[src/rtl/hc595_serial_driver.sv]
`default_nettype none
// ============================================================================
//  Module   : hc595_serial_driver
//  Brief    : Shifts one 16-bit digit word per handshake into two cascaded
//             74HC595 registers, then pulses the storage clock.
//  Config   : define HC595_LSB_FIRST_EN for LSB-first shift order.
//  Revision : 1.0 - initial release
// ============================================================================
module hc595_serial_driver #(
    parameter int CLK_DIV = 4,
    parameter int DAT_W   = 16
) (
    input  logic             clk,
    input  logic             rst,
    input  logic [DAT_W-1:0] dat,
    input  logic             vld,
    output logic             rdy,
    output logic             sclk,
    output logic             rclk,
    output logic             dio
);

    localparam int c_div_w = $clog2(CLK_DIV + 1);
    localparam int c_bit_w = $clog2(DAT_W);
    localparam logic [c_div_w-1:0] c_div_last = c_div_w'(CLK_DIV - 1);
    localparam logic [c_bit_w-1:0] c_bit_last = c_bit_w'(DAT_W - 1);

    typedef enum logic [1:0] {
        ST_IDLE     = 2'd0,
        ST_SHIFT_LO = 2'd1,
        ST_SHIFT_HI = 2'd2,
        ST_LATCH    = 2'd3
    } state_t;

    state_t             r_state;
    logic [c_div_w-1:0] r_div;
    logic [c_bit_w-1:0] r_bit;
    logic [DAT_W-1:0]   r_shift;
    logic               r_rdy;
    logic               r_sclk;
    logic               r_rclk;
    logic               r_dio;

    logic               w_div_done;
    logic               w_first_bit;
    logic               w_next_bit;
    logic [DAT_W-1:0]   w_next_shift;

    assign w_div_done = (r_div == c_div_last);

    // The shift register rotates so the bit presented next always sits next to the one on dio.
`ifdef HC595_LSB_FIRST_EN
    assign w_first_bit  = dat[0];
    assign w_next_bit   = r_shift[1];
    assign w_next_shift = {r_shift[0], r_shift[DAT_W-1:1]};
`else
    assign w_first_bit  = dat[DAT_W-1];
    assign w_next_bit   = r_shift[DAT_W-2];
    assign w_next_shift = {r_shift[DAT_W-2:0], r_shift[DAT_W-1]};
`endif

    always_ff @(posedge clk or posedge rst) begin
        if (rst) begin
            r_state <= ST_IDLE;
            r_div   <= '0;
            r_bit   <= '0;
            r_shift <= '0;
            r_rdy   <= 1'b1;
            r_sclk  <= 1'b0;
            r_rclk  <= 1'b0;
            r_dio   <= 1'b0;
        end else begin
            case (r_state)
                ST_IDLE: begin
                    if (vld && r_rdy) begin
                        r_shift <= dat;
                        r_dio   <= w_first_bit;
                        r_bit   <= '0;
                        r_div   <= '0;
                        r_rdy   <= 1'b0;
                        r_state <= ST_SHIFT_LO;
                    end
                end
                ST_SHIFT_LO: begin
                    if (w_div_done) begin
                        r_sclk  <= 1'b1;
                        r_div   <= '0;
                        r_state <= ST_SHIFT_HI;
                    end else begin
                        r_div <= r_div + 1'b1;
                    end
                end
                ST_SHIFT_HI: begin
                    if (w_div_done) begin
                        r_sclk <= 1'b0;
                        r_div  <= '0;
                        // dio only moves on the falling sclk edge, giving a full half-period of setup/hold.
                        if (r_bit == c_bit_last) begin
                            r_rclk  <= 1'b1;
                            r_state <= ST_LATCH;
                        end else begin
                            r_bit   <= r_bit + 1'b1;
                            r_shift <= w_next_shift;
                            r_dio   <= w_next_bit;
                            r_state <= ST_SHIFT_LO;
                        end
                    end else begin
                        r_div <= r_div + 1'b1;
                    end
                end
                ST_LATCH: begin
                    if (w_div_done) begin
                        r_rclk  <= 1'b0;
                        r_rdy   <= 1'b1;
                        r_div   <= '0;
                        r_state <= ST_IDLE;
                    end else begin
                        r_div <= r_div + 1'b1;
                    end
                end
                default: begin
                    r_state <= ST_IDLE;
                end
            endcase
        end
    end

    assign rdy  = r_rdy;
    assign sclk = r_sclk;
    assign rclk = r_rclk;
    assign dio  = r_dio;

endmodule
`default_nettype wire

[config.mk]
export PLATFORM = sky130hd
export DESIGN_NAME = hc595_serial_driver
export DESIGN_NICKNAME = d
export VERILOG_FILES = /design/src/rtl/hc595_serial_driver.sv
export SDC_FILE = /design/constraint.sdc
export NUM_CORES = 1
export LEC_CHECK = 0
export ABC_AREA = 1
export CORE_ASPECT_RATIO = 0.7
export CORE_MARGIN = 5
export CORE_UTILIZATION = 44
export DETAILED_ROUTE_END_ITERATION = 8
export DONT_BUFFER_PORTS = 1
export PLACE_DENSITY = 0.6
export SLEW_MARGIN = 0
export SYNTH_ARGS = -nofsm -noshare
export SYNTH_HDL_FRONTEND = slang
export SYNTH_SLANG_ARGS = --single-unit
[constraint.sdc]
create_clock -name clk -period 2.56 [get_ports clk]
set_input_delay 0.512 -clock clk [delete_from_list [all_inputs] [get_ports clk]]
set_output_delay 0.512 -clock clk [all_outputs]
set_load 0.05 [all_outputs]
After elaboration in Yosys (flattened, before gate mapping)
Cells that the tools add are included.
{"block": "classes", "addsub": 2, "n_eq_ne": 11, "n_mux": 29, "reduce_logical": 12}
{"op": "two-way mux 16 bit", "count": 3}
{"op": "one-hot mux 16 bit (2 select lines)", "count": 1}
{"op": "two-way mux 4 bit", "count": 3}
{"op": "inequality test 2 bit, second input constant", "count": 6}
{"op": "AND reduction 4 bit", "count": 3}
{"op": "two-way mux 2 bit", "count": 5}
{"op": "two-way mux 1 bit", "count": 8}
{"op": "one-hot mux 1 bit (2 select lines)", "count": 4}
{"op": "one-hot mux 2 bit (4 select lines)", "count": 1}
{"op": "one-hot mux 4 bit (2 select lines)", "count": 1}
{"op": "nonzero test 2 bit", "count": 4}
{"op": "two-way mux 3 bit", "count": 2}
{"op": "one-hot mux 3 bit (2 select lines)", "count": 1}
{"op": "AND reduction 3 bit", "count": 2}
{"op": "adder 4 x 1 -> 4 bit, second input constant", "count": 1}
{"op": "equality test 2 bit, second input constant", "count": 2}
{"op": "equality test 4 bit, second input constant", "count": 1}
{"op": "adder 3 x 1 -> 3 bit, second input constant", "count": 1}
{"op": "equality test 3 x 2 -> 1 bit, second input constant", "count": 1}
{"op": "OR reduction 3 bit", "count": 1}
{"op": "equality test 2 x 1 -> 1 bit, second input constant", "count": 1}
{"op": "zero test 2 bit", "count": 1}
{"op": "logical AND 1 bit", "count": 1}
{"block": "word_totals", "reg_bits": 29, "input_bits": 19, "out_inout_bits": 4}

Longest topological paths before layout
{"block": "logic_depth", "depth_word": 4, "ltp_mapped": 9}

Least setup slack after synthesis
OpenSTA, ideal clock, no wires.
{"block": "synth_path", "path_type": "register -> register", "startpoint": "register r_rdy, in the netlist rdy", "endpoint": "register r_shift[15]", "setup_ps": 65, "t_arrival_ps": 1373, "required_time_ps": 2495, "setup_slack_ps": 1122, "stages_incl_launch_ff": 8, "synth_period_minus_slack_ps": 1438, "path_cell_list": "dfstp_2 nand2_1 nand2_1 nand2_2 nor2_1 buf_4 nand2_1 nand2_1"}
{"block": "synth_via", "elab_chain_len": 3}
{"item": "start: declaration", "line": "39", "rtl": "logic r_rdy;"}
{"item": "start signal: assignment", "line": "68", "rtl": "r_rdy <= 1'b1;"}
{"item": "start signal: assignment", "line": "80", "rtl": "r_rdy <= 1'b0;"}
{"item": "start signal: assignment", "line": "114", "rtl": "r_rdy <= 1'b1;"}
{"item": "logical AND 1 bit", "line": "75", "rtl": "if (vld && r_rdy) begin"}
{"item": "inequality test 2 bit (no source line)"}
{"item": "AND reduction 4 bit (no source line)"}
{"item": "end signal: assignment", "line": "76", "rtl": "r_shift <= dat;"}
{"item": "end signal: assignment", "line": "103", "rtl": "r_shift <= w_next_shift;"}
{"item": "end: declaration", "line": "38", "rtl": "logic [DAT_W-1:0] r_shift;"}
No other way between the ends.
A chain may end at the register's enable or synchronous reset.

Worst setup path in the final report
{"block": "layout_path", "startpoint": "register r_rdy, in the netlist rdy", "endpoint": "register r_shift[13]"}
The elaborated chain is that of the path after synthesis.

==> flow_metrics.env <==
export IMPL_syn_to_final_growth_pct=3.89
export IMPL_ys_seq_area_share_pct=48.5
export IMPL_p_per_area_mw_per_mm2=1180
export IMPL_ys_types=20
export IMPL_core_area_mm2=0.00315
export IMPL_min_period_over_period_pct=65.8
export IMPL_p_leak_nw=0.842
export IMPL_htreeDepth=1
export IMPL_num_fill_cells=335
export IMPL_synth_area_per_cell_um2=7.31
export IMPL_clk_latency_ns=0.27
export IMPL_hold_path_class="in -> async"
export IMPL_synthCells=198
export IMPL_cp_cell_sequence="nand2_1, nand2_1, nand2_2, nor2_1, buf_4, nand2_1, nand2_1"
export IMPL_outcome="complete, no violations"
export IMPL_finalCriticalPeriod_ns=1.68
export IMPL_setup_viol=0
export IMPL_grt_pass1_vias=1119
export IMPL_drt_first_iter_violations=94
export IMPL_crit_path_end_kind="register"
export IMPL_hold_viol=0
export IMPL_path_clk_slew_ns=0.09
export IMPL_nets=219
export IMPL_crit_buf_inv=1
export IMPL_ir_drop_v=0.000460
export IMPL_cpPeakStageDelay_ns=0.71
export IMPL_crit_family="flip-flops"
export IMPL_slowest_stage="dfstp_2"
export IMPL_rows=17
export IMPL_grt_pass1_wl_um=4910
export IMPL_dr_pass1_iters=4
export IMPL_r2r_cells=7
export IMPL_cp_start_kind="register"
export IMPL_drv_cap=0
export IMPL_ctsResizeCount=0
export IMPL_worstPathArrival_ns=1.89
export IMPL_clock_fmax_mhz=594
export IMPL_io_pins=23
export IMPL_r2r_end="r_shift[13]$_DFFE_PP0P_"
export IMPL_port_buffers=0
export IMPL_multiInputGateArea_um2=647
export IMPL_fin_skew_ns=0.00329
export IMPL_r2r_setup_slack_ns=0.88
export IMPL_initial_core_util_pct=46.0
export IMPL_die_x_um=78.6
export IMPL_ant_nets=0
export IMPL_worstMarginPinSlew_ns=0.524
export IMPL_crit_top_cell="nand2_1"
export IMPL_dp_hpwl_um=2000
export IMPL_r2r_start="rdy$_DFFE_PP1P_"
export IMPL_wirelength_um=2820
export IMPL_synth_seq_cells=28
export IMPL_regArea_um2=702
export IMPL_vias=1185
export IMPL_syn_cell_area_mm2=0.00145
export IMPL_grt_overflow=0
export IMPL_cts_root_buf="clkbuf_8"
export IMPL_grt_max_degree=29
export IMPL_synth_nets=219
export IMPL_diodes=0
export IMPL_post_cts_buffers=0
export IMPL_rsz0062_at_grt="false"
export IMPL_fp_dieArea_mm2=0.00456
export IMPL_wl_per_cell_um=12.0
export IMPL_drc=0
export IMPL_required_ns=2.77
export IMPL_clkSinkCount=28
export IMPL_tns_ns=0
export IMPL_drive_above_1_share_pct=6.60
export IMPL_crit_path_max_fanout=20
export IMPL_synth_warnings=0
export IMPL_relSlewSlack_pct=65.1
export IMPL_postCtsHoldBufs=0
export IMPL_gp_congestion=0.790
export IMPL_whs_ns=0.187
export IMPL_cts_tree="built"
export IMPL_via_per_inst=5.04
export IMPL_cts_buffers=3
export IMPL_grt_usage_pct=13.5
export IMPL_die_h_um=58.0
export IMPL_antenna_found_initial=0
export IMPL_finalMaxSlewViolations=0
export IMPL_crit_type="reg -> reg"
export IMPL_clockBufferDepth=2
==> layer usage <==
metal  up-vias  track usage, %  routed length (um)
met5         -               0                   0
met4         0            1.50                  11
met3         2            5.12                 186
met2        28            21.5                1260
met1       555            18.1                1370
li1        600               -                   -
==> synthesized netlist by cell type <==
cell type	instances	area [um2]
nand2_1	120	450
dfrtp_1	27	676
nor2_1	12	45.0
inv_1	6	22.5
a21oi_1	4	20.0
buf_4	4	30.0
nand3_1	4	20.0
o21ai_0	4	20.0
buf_6	3	33.8
ha_1	2	25.0
inv_2	2	7.51
nand2_2	2	12.5
a31oi_1	1	6.26
buf_2	1	5.00
dfstp_2	1	26.3
nand4_1	1	6.26
nor2_8	1	20.0
nor3_1	1	5.00
o21bai_1	1	7.51
xnor2_1	1	8.76
==> metrics by stage <==
| stage | instances | total power, mW | worst slack [ns] | area (um2) | utilization [%] |
|---|---|---|---|---|---|
| 6_report | 235 | 1.78 | 0.876 | 1500 | 47.8 |
| 5_1_grt | 235 | 1.94 | 0.661 | 1500 | 47.8 |
| 4_1_cts | 235 | 1.80 | 0.866 | 1500 | 47.8 |
| 3_5_place_dp | 231 | 1.53 | 0.883 | 1450 | 46.0 |
| 3_3_place_gp | 231 | 1.49 | 0.910 | 1450 | 46.0 |
| 2_1_floorplan | 198 | 1.43 | 1.12 | 1450 | - |
==> kinds of logic after synthesis <==
logic type	after synthesis	share of synthesized area (%)
AND/OR/NAND/NOR	141	38.6
flip-flops	28	48.5
buffers and inverters	16	6.83
AO/OA/AOI/OAI	10	3.72
adder cells (fa/ha/maj)	2	1.73
XOR/XNOR	1	0.605
==> layout by cell type (no fill, tap or decap) <==
| cell type | synthesis | layout |
|---|---|---|
| o21bai_1 | 1 | 1 |
| ha_1 | 2 | 2 |
| nor3_1 | 1 | 1 |
| dfstp_2 | 1 | 1 |
| clkbuf_8 | 0 | 4 |
| inv_1 | 6 | 6 |
| nand4_1 | 1 | 1 |
| xnor2_1 | 1 | 1 |
| dfrtp_1 | 27 | 27 |
| buf_4 | 4 | 3 |
| inv_2 | 2 | 2 |
| a31oi_1 | 1 | 1 |
| nand2_1 | 120 | 120 |
| nor2_8 | 1 | 1 |
| nor2_1 | 12 | 12 |
| nand3_1 | 4 | 4 |
| nand2_2 | 2 | 2 |
| o21ai_0 | 4 | 4 |
| a21oi_1 | 4 | 4 |
==> cell type report <==
cell class / count / area share (%)
clock buffers: 4 / 3.66
inverters: 8 / 2.00
multi-input cells: 154 / 43.0
flip-flops and latches: 28 / 46.7
well taps: 38 / 3.16
repair buffers: 3 / 1.50
==> registers in the layout, indices dropped and copies added (netlist names) <==
register	count
r_shift	16
r_bit	4
r_div	3
r_state	2
rclk	1
rdy	1
sclk	1
==> power by group <==
part           switching (mW)  internal [mW]  total, mW
combinational           0.449          0.216      0.664
sequential              0.216          0.629      0.845
clock                   0.130          0.137      0.267
total                   0.794          0.982       1.78
==> worst max path at each step <==
stage / slack [ns] / end / startpoint / depth (start not counted)
4_1_cts: 0.87 / r_bit[0]$_DFFE_PP0P_ / r_state[0]$_DFFE_PP0P_ / 8
6_report: 0.88 / r_shift[13]$_DFFE_PP0P_ / rdy$_DFFE_PP1P_ / 7
3_5_place_dp: 0.88 / r_bit[0]$_DFFE_PP0P_ / r_state[0]$_DFFE_PP0P_ / 8
2_1_floorplan: 1.12 / r_shift[15]$_DFFE_PP0P_ / rdy$_DFFE_PP1P_ / 7
5_1_grt: 0.66 / r_shift[3]$_DFFE_PP0P_ / r_state[0]$_DFFE_PP0P_ / 8
3_3_place_gp: 0.91 / r_shift[1]$_DFFE_PP0P_ / rdy$_DFFE_PP1P_ / 7
Power figures use the tool's default switching activity.
